### config.mk
export PLATFORM = sky130hd
export DESIGN_NAME = uart_rx_fifo_flat
export DESIGN_NICKNAME = d
export VERILOG_FILES = /design/src/rtl/uart_rx_fifo_pkg.sv /design/src/rtl/uart_rx_fifo_if.sv /design/src/rtl/uart_rx_timeout.sv /design/src/rtl/uart_rx_fifo.sv /design/src/flat_wrapper.sv
export SDC_FILE = /design/constraint.sdc
export NUM_CORES = 1
export LEC_CHECK = 0
export BUFFER_PORTS_ARGS = -buffer_cell sky130_fd_sc_hd__buf_2
export CAP_MARGIN = 20
export CORE_MARGIN = 8
export CORE_UTILIZATION = 59
export DETAILED_ROUTE_END_ITERATION = 6
export PLACE_DENSITY = 0.78
export SKIP_LAST_GASP = 1
export SLEW_MARGIN = 0
export SYNTH_ARGS = -nofsm -noshare
export SYNTH_HDL_FRONTEND = slang
export SYNTH_HIERARCHICAL = 1
export SYNTH_SLANG_ARGS = --single-unit
export TNS_END_PERCENT = 50
### constraint.sdc
create_clock -name clk -period 10.6 [get_ports clk]
set_input_delay 0 -clock clk [delete_from_list [all_inputs] [get_ports clk]]
set_output_delay 0 -clock clk [all_outputs]
set_load 0.02 [all_outputs]
### src/rtl/uart_rx_fifo_pkg.sv
// uart_rx_fifo_pkg: shared build-time defaults and helper types for the UART
// receive FIFO slice.
//   UART_RX_FIFO_DEPTH_LOG2 : default log2 entry count (4 -> 16 entries)
//   UART_RX_TIMEOUT_BITS    : idle bit-times before timeout (40 = four 10-bit chars)
// Either macro may be predefined on the command line to override the default.
`ifndef UART_RX_FIFO_DEPTH_LOG2
`define UART_RX_FIFO_DEPTH_LOG2 4
`endif
`ifndef UART_RX_TIMEOUT_BITS
`define UART_RX_TIMEOUT_BITS 40
`endif

package uart_rx_fifo_pkg;

    localparam int unsigned RX_DATA_W          = 8;
    localparam int unsigned RX_FIFO_DEPTH_LOG2 = `UART_RX_FIFO_DEPTH_LOG2;
    localparam int unsigned RX_BITDUR_W        = 16;
    localparam int unsigned RX_TIMEOUT_BITS    = `UART_RX_TIMEOUT_BITS;

    // Per-cycle FIFO operation, encoded as {push, pop}.
    typedef enum logic [1:0] {
        OP_IDLE = 2'b00,
        OP_POP  = 2'b01,
        OP_PUSH = 2'b10,
        OP_BOTH = 2'b11
    } fifo_op_e;

    function automatic fifo_op_e fifo_op(input logic push, input logic pop);
        return fifo_op_e'({push, pop});
    endfunction

endpackage

### src/rtl/uart_rx_fifo_if.sv
// uart_rx_fifo_if: bundle of the deserializer write port, CPU read port,
// status and timeout configuration for uart_rx_fifo.
//   master : driver side (deserializer + CPU register block)
//   slave  : FIFO side
// Signals: rst_soft, wr_en, wr_data, rd_en, clr_overrun, bit_duration (to FIFO);
//          rd_data, rd_valid, level, full, overrun, timeout (from FIFO).
interface uart_rx_fifo_if #(
    parameter int unsigned DATA_W     = 8,
    parameter int unsigned DEPTH_LOG2 = 4,
    parameter int unsigned BITDUR_W   = 16
);
    logic                  rst_soft;
    logic                  wr_en;
    logic [DATA_W-1:0]     wr_data;
    logic                  rd_en;
    logic                  clr_overrun;
    logic [BITDUR_W-1:0]   bit_duration;
    logic [DATA_W-1:0]     rd_data;
    logic                  rd_valid;
    logic [DEPTH_LOG2:0]   level;
    logic                  full;
    logic                  overrun;
    logic                  timeout;

    modport master (
        output rst_soft, wr_en, wr_data, rd_en, clr_overrun, bit_duration,
        input  rd_data, rd_valid, level, full, overrun, timeout
    );

    modport slave (
        input  rst_soft, wr_en, wr_data, rd_en, clr_overrun, bit_duration,
        output rd_data, rd_valid, level, full, overrun, timeout
    );
endinterface

### src/rtl/uart_rx_timeout.sv
// uart_rx_timeout: idle-timeout detector for the RX FIFO.
// A prescaler counts bit_duration clk cycles per bit-time; a saturating bit
// counter counts LIMIT_BITS bit-times. timeout rises on the cycle the bit count
// reaches LIMIT_BITS and holds until restart/rst_soft.
// Ports:
//   clk, rst       : clock, async active-high reset
//   rst_soft       : synchronous clear
//   restart        : accepted write/read or FIFO empty this cycle
//   bit_duration   : clk cycles per bit; 0 disables (timeout held low)
//   timeout        : registered idle-timeout flag
// Only instantiated when UART_RX_TIMEOUT_EN is defined.
module uart_rx_timeout
    import uart_rx_fifo_pkg::*;
#(
    parameter int unsigned BITDUR_W   = RX_BITDUR_W,
    parameter int unsigned LIMIT_BITS = RX_TIMEOUT_BITS
) (
    input  logic                clk,
    input  logic                rst,
    input  logic                rst_soft,
    input  logic                restart,
    input  logic [BITDUR_W-1:0] bit_duration,
    output logic                timeout
);
    localparam int unsigned              BITCNT_W   = $clog2(LIMIT_BITS + 1);
    localparam logic [BITCNT_W-1:0]      BITCNT_MAX = BITCNT_W'(LIMIT_BITS);

    logic [BITDUR_W-1:0] presc_q, presc_d;
    logic [BITCNT_W-1:0] bitcnt_q, bitcnt_d;
    logic                timeout_q, timeout_d;
    logic                clear;
    logic                bit_tick;

    always_comb begin
        presc_d   = presc_q;
        bitcnt_d  = bitcnt_q;
        timeout_d = timeout_q;
        clear     = rst_soft || restart || (bit_duration == '0);
        // >= rather than == so a shrinking bit_duration cannot strand the prescaler
        bit_tick  = (presc_q >= bit_duration - BITDUR_W'(1));
        if (clear) begin
            presc_d   = '0;
            bitcnt_d  = '0;
            timeout_d = 1'b0;
        end else if (bitcnt_q != BITCNT_MAX) begin
            if (bit_tick) begin
                presc_d  = '0;
                bitcnt_d = bitcnt_q + BITCNT_W'(1);
                if (bitcnt_d == BITCNT_MAX) begin
                    timeout_d = 1'b1;
                end
            end else begin
                presc_d = presc_q + BITDUR_W'(1);
            end
        end
    end

    always_ff @(posedge clk or posedge rst) begin
        if (rst) begin
            presc_q   <= '0;
            bitcnt_q  <= '0;
            timeout_q <= 1'b0;
        end else begin
            presc_q   <= presc_d;
            bitcnt_q  <= bitcnt_d;
            timeout_q <= timeout_d;
        end
    end

    assign timeout = timeout_q;
endmodule

### src/rtl/uart_rx_fifo.sv
// uart_rx_fifo: receive-side byte FIFO between the UART RX deserializer and
// the CPU register interface.
// Ports:
//   clk  : system clock
//   rst  : asynchronous active-high reset
//   bus  : uart_rx_fifo_if.slave (write strobe/data, pop strobe, overrun clear,
//          soft reset, bit_duration; rd_data/rd_valid/level/full/overrun/timeout)
// Macro UART_RX_TIMEOUT_EN builds the idle-timeout detector; without it
// timeout is tied 0 and bit_duration is ignored.
// All outputs come from registered state only.
module uart_rx_fifo
    import uart_rx_fifo_pkg::*;
#(
    parameter int unsigned DATA_W     = RX_DATA_W,
    parameter int unsigned DEPTH_LOG2 = RX_FIFO_DEPTH_LOG2,
    parameter int unsigned BITDUR_W   = RX_BITDUR_W
) (
    input  logic          clk,
    input  logic          rst,
    uart_rx_fifo_if.slave bus
);
    localparam int unsigned         DEPTH    = 2 ** DEPTH_LOG2;
    localparam logic [DEPTH_LOG2:0] LVL_FULL = (DEPTH_LOG2 + 1)'(DEPTH);

    logic [DATA_W-1:0]     mem_q [DEPTH];
    logic [DATA_W-1:0]     mem_d [DEPTH];
    logic [DEPTH_LOG2-1:0] wptr_q, wptr_d;
    logic [DEPTH_LOG2-1:0] rptr_q, rptr_d;
    logic [DEPTH_LOG2:0]   level_q, level_d;
    logic                  overrun_q, overrun_d;

    logic     empty;
    logic     full_int;
    logic     wr_acc;
    logic     rd_acc;
    logic     drop;
    fifo_op_e op;

    always_comb begin
        empty    = (level_q == '0);
        full_int = (level_q == LVL_FULL);
        // A pop in the same cycle frees the slot, so a full FIFO still accepts.
        wr_acc   = bus.wr_en && (!full_int || bus.rd_en);
        rd_acc   = bus.rd_en && !empty;
        drop     = bus.wr_en && full_int && !bus.rd_en;
        op       = fifo_op(wr_acc, rd_acc);

        mem_d     = mem_q;
        wptr_d    = wptr_q;
        rptr_d    = rptr_q;
        level_d   = level_q;
        overrun_d = overrun_q;

        if (bus.rst_soft) begin
            wptr_d    = '0;
            rptr_d    = '0;
            level_d   = '0;
            overrun_d = 1'b0;
        end else begin
            if (wr_acc) begin
                mem_d[wptr_q] = bus.wr_data;
                wptr_d        = wptr_q + DEPTH_LOG2'(1);
            end
            if (rd_acc) begin
                rptr_d = rptr_q + DEPTH_LOG2'(1);
            end
            case (op)
                OP_PUSH: level_d = level_q + (DEPTH_LOG2 + 1)'(1);
                OP_POP:  level_d = level_q - (DEPTH_LOG2 + 1)'(1);
                default: level_d = level_q;
            endcase
            // A drop in the same cycle as clr_overrun keeps the flag set.
            if (drop) begin
                overrun_d = 1'b1;
            end else if (bus.clr_overrun) begin
                overrun_d = 1'b0;
            end
        end
    end

    always_ff @(posedge clk or posedge rst) begin
        if (rst) begin
            for (int unsigned i = 0; i < DEPTH; i++) begin
                mem_q[i] <= '0;
            end
            wptr_q    <= '0;
            rptr_q    <= '0;
            level_q   <= '0;
            overrun_q <= 1'b0;
        end else begin
            mem_q     <= mem_d;
            wptr_q    <= wptr_d;
            rptr_q    <= rptr_d;
            level_q   <= level_d;
            overrun_q <= overrun_d;
        end
    end

    assign bus.rd_data  = empty ? '0 : mem_q[rptr_q];
    assign bus.rd_valid = !empty;
    assign bus.level    = level_q;
    assign bus.full     = full_int;
    assign bus.overrun  = overrun_q;

`ifdef UART_RX_TIMEOUT_EN
    logic to_restart;
    assign to_restart = wr_acc || rd_acc || empty;

    uart_rx_timeout #(
        .BITDUR_W   (BITDUR_W),
        .LIMIT_BITS (RX_TIMEOUT_BITS)
    ) u_timeout (
        .clk          (clk),
        .rst          (rst),
        .rst_soft     (bus.rst_soft),
        .restart      (to_restart),
        .bit_duration (bus.bit_duration),
        .timeout      (bus.timeout)
    );
`else
    logic [BITDUR_W-1:0] unused_bit_duration;
    assign unused_bit_duration = bus.bit_duration;
    assign bus.timeout         = 1'b0;
`endif
endmodule

### src/flat_wrapper.sv
// flat-port wrapper written by rule: the top's interface ports become plain ports
module uart_rx_fifo_flat import uart_rx_fifo_pkg::*;
#(
    parameter int unsigned DATA_W     = RX_DATA_W,
    parameter int unsigned DEPTH_LOG2 = RX_FIFO_DEPTH_LOG2,
    parameter int unsigned BITDUR_W   = RX_BITDUR_W
)
  (clk, rst, bus_rst_soft, bus_wr_en, bus_wr_data, bus_rd_en, bus_clr_overrun, bus_bit_duration, bus_rd_data, bus_rd_valid, bus_level, bus_full, bus_overrun, bus_timeout);
  uart_rx_fifo_if #(.DATA_W(DATA_W), .DEPTH_LOG2(DEPTH_LOG2), .BITDUR_W(BITDUR_W)) bus_i ();
  input  logic clk;
  input  logic rst;
  input wire logic [$bits(bus_i.rst_soft)-1:0] bus_rst_soft;
  input wire logic [$bits(bus_i.wr_en)-1:0] bus_wr_en;
  input wire logic [$bits(bus_i.wr_data)-1:0] bus_wr_data;
  input wire logic [$bits(bus_i.rd_en)-1:0] bus_rd_en;
  input wire logic [$bits(bus_i.clr_overrun)-1:0] bus_clr_overrun;
  input wire logic [$bits(bus_i.bit_duration)-1:0] bus_bit_duration;
  output wire logic [$bits(bus_i.rd_data)-1:0] bus_rd_data;
  output wire logic [$bits(bus_i.rd_valid)-1:0] bus_rd_valid;
  output wire logic [$bits(bus_i.level)-1:0] bus_level;
  output wire logic [$bits(bus_i.full)-1:0] bus_full;
  output wire logic [$bits(bus_i.overrun)-1:0] bus_overrun;
  output wire logic [$bits(bus_i.timeout)-1:0] bus_timeout;
  assign bus_i.rst_soft = bus_rst_soft;
  assign bus_i.wr_en = bus_wr_en;
  assign bus_i.wr_data = bus_wr_data;
  assign bus_i.rd_en = bus_rd_en;
  assign bus_i.clr_overrun = bus_clr_overrun;
  assign bus_i.bit_duration = bus_bit_duration;
  assign bus_rd_data = bus_i.rd_data;
  assign bus_rd_valid = bus_i.rd_valid;
  assign bus_level = bus_i.level;
  assign bus_full = bus_i.full;
  assign bus_overrun = bus_i.overrun;
  assign bus_timeout = bus_i.timeout;
  uart_rx_fifo #(.DATA_W(DATA_W), .DEPTH_LOG2(DEPTH_LOG2), .BITDUR_W(BITDUR_W)) u_core (.clk(clk), .rst(rst), .bus(bus_i));
endmodule
## Yosys cells after proc, flatten, opt, wreduce, memory -nomap -nowiden

Index checks and enable logic that the tools add are counted.

| operators by class | value |
|---|---|
| muxes and demuxes | 16 |
| equal/unequal tests | 3 |
| $lt $le $gt $ge | 3 |
| bitwise gates (word level) | 3 |
| reduce and logical (&&, ||, !) cells | 15 |
| add/sub/neg operators | 4 |

Operator list:

| operator | number |
|---|---|
| bitwise mux 128 bit | 1 |
| binary-select mux 8 bit (select 4 bit) | 1 |
| demux 8 bit (select 4 bit) | 1 |
| 2-to-1 mux 8 bit | 4 |
| 2-to-1 mux 4 bit | 4 |
| greater-or-equal comparator 5 bit, second input constant | 2 |
| inverter 4 -> 5 bit | 2 |
| case mux 5 bit (2 select lines) | 1 |
| adder 4 x 1 -> 4 bit, second input constant | 2 |
| nonzero test 3 bit | 2 |
| adder 5 x 1 -> 5 bit, second input constant | 1 |
| equality test 5 bit, second input constant | 1 |
| logical AND 1 bit | 5 |
| logical NOT 5 bit | 1 |
| < comparator 5 x 1 -> 1 bit, second input constant | 1 |
| 2-to-1 mux 5 bit | 1 |
| subtractor 5 x 1 -> 5 bit, second input constant | 1 |
| nonzero test 2 bit | 2 |
| logical NOT 1 bit | 3 |
| 2-to-1 mux 1 bit | 3 |
| equality test 2 x 1 -> 1 bit, second input constant | 1 |
| equality test 2 bit, second input constant | 1 |
| AND reduction 2 bit | 1 |
| logical OR 1 bit | 1 |
| inverter 1 bit | 1 |

| storage, ports and cells | value |
|---|---|
| register bits after elaboration | 142 |
| output and inout port bits | 17 |
| logic and storage cells | 64 |

## Logic depth before layout (Yosys ltp)

| logic depth | value |
|---|---|
| word-level depth | 7 |
| mapped depth | 10 |
| depth with buffers taken out | 8 |

## Worst setup path before layout

Ideal clock, no wire load.

| timing | value |
|---|---|
| path type | register to register |
| from | register u_core.level_q[1] (netlist: u_core/bus.level[1]) |
| to | register u_core.level_q[3] (netlist: u_core/bus.level[3]) |
| required time | 10.501 ns |
| cell stages (with the launch flop) | 9 |
| buffers on the path | 2 |
| clock period less this slack | 2.550 ns |
| data arrival time | 2.450 ns |
| path slack | 8.050 ns |
| library setup time | 0.099 ns |
| cell sequence | dfrtp_1 -> buf_6 -> or4_1 -> buf_2 -> o21ai_4 -> inv_1 -> ha_1 -> or3_1 -> a311oi_1 |

| between the ends | value |
|---|---|
| longest elaborated chain between the ends | 7 |
| elaborated cells on any way between the ends | 14 |
| classes of those cells | 2 x add/sub; 3 x eq/ne; 2 x mux; 7 x reduce/logical |

Ends and longest elaborated chain:

| what | line | RTL |
|---|---|---|
| start, declared | uart_rx_fifo.sv:29 | `logic [DEPTH_LOG2:0] level_q, level_d;` |
| start signal, assigned | uart_rx_fifo.sv:94 | `level_q <= level_d;` |
| equality test 5 bit | uart_rx_fifo.sv:41 | `full_int = (level_q == LVL_FULL);` |
| logical NOT 1 bit | uart_rx_fifo.sv:43 | `wr_acc = bus.wr_en && (!full_int \|\| bus.rd_en);` |
| logical OR 1 bit | uart_rx_fifo.sv:43 |  |
| logical AND 1 bit | uart_rx_fifo.sv:43 |  |
| equality test 2 x 1 -> 1 bit or equality test 2 bit (tied branches) | uart_rx_fifo.sv:67 | `case (op)` |
| case mux 5 bit (2 select lines) | uart_rx_fifo.sv:67 |  |
| 2-to-1 mux 5 bit | uart_rx_fifo.sv:54 | `if (bus.rst_soft) begin` |

Several ways; a longest one is shown, not always the timed one.
A chain may end at the register's enable or synchronous reset.

## Worst setup path in the final report

| timing | value |
|---|---|
| from | register u_core.rptr_q[1] |
| to | output port bus_rd_data[6] |

| between the ends | value |
|---|---|
| longest elaborated chain between the ends | 5 |

Ends and longest elaborated chain:

| what | line | RTL |
|---|---|---|
| start, declared | uart_rx_fifo.sv:28 | `logic [DEPTH_LOG2-1:0] rptr_q, rptr_d;` |
| start signal, assigned | uart_rx_fifo.sv:93 | `rptr_q <= rptr_d;` |
| inverter 4 -> 5 bit (implied by the code) | uart_rx_fifo.sv:99 | `assign bus.rd_data = empty ? '0 : mem_q[rptr_q];` |
| binary-select mux 8 bit (select 4 bit) | uart_rx_fifo.sv:99 |  |
| 2-to-1 mux 8 bit (implied by the code) (2 in series) | uart_rx_fifo.sv:99 |  |
| 2-to-1 mux 8 bit | uart_rx_fifo.sv:99 |  |
| end, declared | flat_wrapper.sv:18 | `output wire logic [$bits(bus_i.rd_data)-1:0] bus_rd_data;` |

No other way between the ends. The select of a mux whose other input is x is not followed.

==> flow_metrics.py <==
metrics = {
    "outcome": {
        "status": "finished clean",
    },
    "drt": {
        "drt-initial-drc-count": 279,
        "wire_per_inst_um": 21.93,
        "vias_per_cell": 6.248,
        "vias": 4099,
        "postRouteAntennaNets": 0,
        "drc": 0,
        "drt-total-wl_mm": 14.38,
        "dr.pass1.iters": 4,
    },
    "clocking": {
        "insertion_delay_ns": 0.41,
        "cts_resized": 0,
        "clockBufferDepth": 2,
        "h-tree-depth": 4,
        "cts_tree": "done",
        "cts_buffers": 17,
        "clkTransAtPathRegs_ns": 0.07,
        "cts_sinks": 142,
        "cts_setup_buffers": 0,
        "cts_hold_buf": 7,
        "cts_root_buffer": "clkbuf_16",
    },
    "layout": {
        "num-fill-cells": 792,
        "seqCellArea_mm2": 0.003555,
        "fin_nets": 537,
        "final_cells": 656,
        "area_growth_pct": 13.90,
        "fin_area_mm2": 0.007844,
        "final_core_util": 0.6869,
        "drive_above_1_share": 0.4854,
        "antennaDiodeCount": 0,
        "multi_input_area_mm2": 0.003157,
    },
    "floorplanning": {
        "design.die.area_mm2": 0.01539,
        "core_mm2": 0.01142,
        "io_pins": 47,
        "start_util": 0.6031,
        "rows": 39,
        "die_w_um": 124.0,
        "fp.dieH_um": 124.0,
    },
    "worst_hold_path": {
        "min_path_type": "in -> reg",
    },
    "synthesis": {
        "synth.distinct_cells": 47,
        "avgSynthCellArea_um2": 14.62,
        "netlist_area_mm2": 0.006887,
        "synth_edf_count": 0,
        "ys_warn_count": 6,
        "async_flop_share": 1.000,
        "syn_nets": 508,
        "synth_seq_area_share": 0.5160,
        "ys_seq_elements": 142,
        "dominantRegCellSynth": "dfrtp_1",
        "synthCells": 471,
    },
    "global_route": {
        "grt_pass1_wl_mm": 23.51,
        "grt_pass1_vias": 4340,
        "grt_antenna_before_repair": 0,
        "grt_start_max_net_pins": 93,
        "overflow": 0,
        "grt_usage": 0.2039,
    },
    "setup_path": {
        "crit_fanout": 18,
        "cp-end-kind": "output pin",
        "required_ns": 10.60,
        "critPathSlowestCell": "dfrtp_1",
        "path_class": "reg -> out",
        "cp_cell_sequence": "buf_4 > mux4_2 > mux2i_1 > o22ai_1 > buf_2",
        "cpPeakStageDelay_ns": 0.89,
        "r2r_slack_ns": 7.87,
        "arrival_ns": 2.84,
        "startpoint_type": "register",
    },
    "timing": {
        "period_needed_ns": 2.842,
        "fmaxAchievable_mhz": 351.9,
        "worstMarginPinSlew_ns": 0.8406,
        "drv_slew": 0,
        "finalSetupViolations": 0,
        "hold_violations": 0,
        "fin_ws_ns": 7.758,
        "max_slew_margin": 0.4396,
        "setup_tns_ns": 0,
        "clock_skew_ns": 0.01082,
        "rsz0062_at_grt": "no",
        "fin_worst_hold_slack_ns": 0.05688,
        "period_share": 0.2681,
    },
    "power_and_ir_drop": {
        "power_leakage_nw": 3.654,
        "fin_total_pwr_mw": 1.735,
        "vdd_ir_drop_max_v": 0.0001931,
        "power_density_mw_per_mm2": 221.2,
    },
    "placement": {
        "io_buffers": 29,
        "placed_area_mm2": 0.007089,
        "placedCellCount": 615,
        "gp_congestion": 0.7834,
        "place_ws_ns": 7.901,
        "hpwl_mm": 8.813,
    },
    "flow_run": {
        "max_cap_violations": 0,
    },
}
[worst max-delay path, delay by kind of cell (launching register included)]
family,cells,cell delay (ns)
compound gates,1,0.14
buf+inv,2,0.63
flops,1,0.89
mux,2,0.75
[cells in the mapped netlist (6+ instances only)]
library cell / number / share of area
clkbuf_1: 20 / 0.011
inv_1: 7 / 0.0038
o22ai_1: 8 / 0.0073
nand2_2: 6 / 0.0055
mux4_2: 32 / 0.10
mux2i_1: 19 / 0.028
nand2_1: 8 / 0.0044
nand3_2: 6 / 0.0087
mux2_2: 130 / 0.21
ha_1: 7 / 0.013
nor2_1: 10 / 0.0055
dfrtp_1: 142 / 0.52
[layout by cell type (no fill, tap or decap), types with 7 or more instances in the layout]
cell	count
buf_2	29
nor2_1	10
clkbuf_16	17
dfrtp_1	141
mux4_2	32
ha_1	7
o22ai_1	8
nand2_1	8
mux2i_1	19
dlygate4sd3_1	7
mux2_2	130
[worst paths after layout]
| check | start | to | cells after the start |
|---|---|---|---|
| min in group asynchronous | rst | u_core/mem_q[0] | 3 |
| min reg2reg | u_core/mem_q[45] | u_core/mem_q[45] | 1 |
| min | bus_wr_data[3] | u_core/mem_q[115] | 2 |
| max in group asynchronous | rst | u_core/mem_q[53] | 5 |
| max | u_core/rptr_q[1] | bus_rd_data[6] | 5 |
| max reg2reg | u_core/bus.level[1] | u_core/bus.level[3] | 6 |
[state kept, by name, summed over array words and instances (netlist names)]
name and flops:
u_core/rptr_q 4, u_core/bus.level 5, u_core/wptr_q 4, u_core/bus.overrun 1, u_core/mem_q 128
[routing by layer]
metal / routed length (µm) / vias up / GRT usage
met4: 163 / 0 / 0.06394
met3: 708 / 14 / 0.04669
li1: - / 1824 / -
met2: 7027 / 82 / 0.3173
met1: 6483 / 2179 / 0.2799
met5: 0 / - / 0
[where the power goes]
part           internal, mW  total [mW]  switching [mW]
clock network         0.389       0.626           0.238
logic                 0.198       0.442           0.244
registers             0.613       0.667          0.0548
[cells by family (layout without fill, tap and decap cells)]
logic type                 count (synthesis)  count (layout)  synth area share
other                                      1               1         0.0005445
AOI/OAI and AO/OA                         33              33           0.03579
xor gates and xnor gates                   6               6          0.007631
adders and majority gates                  7               7           0.01272
DFF                                      142             142            0.5160
and+or+nand+nor                           63              63           0.05687
buffers and inverters                     38              80           0.02562
muxes                                    181             181            0.3448
[final cells by class]
class                   instances  area share
flip-flops and latches        142      0.4532
multi-input cells             291      0.4025
clock buffers                  19     0.05774
repair buffers                 41     0.03733
well taps                     143     0.02281
clock inverters                13     0.02249
inverters                       7    0.003988
Note: power is estimated with default switching activity, not from simulation.
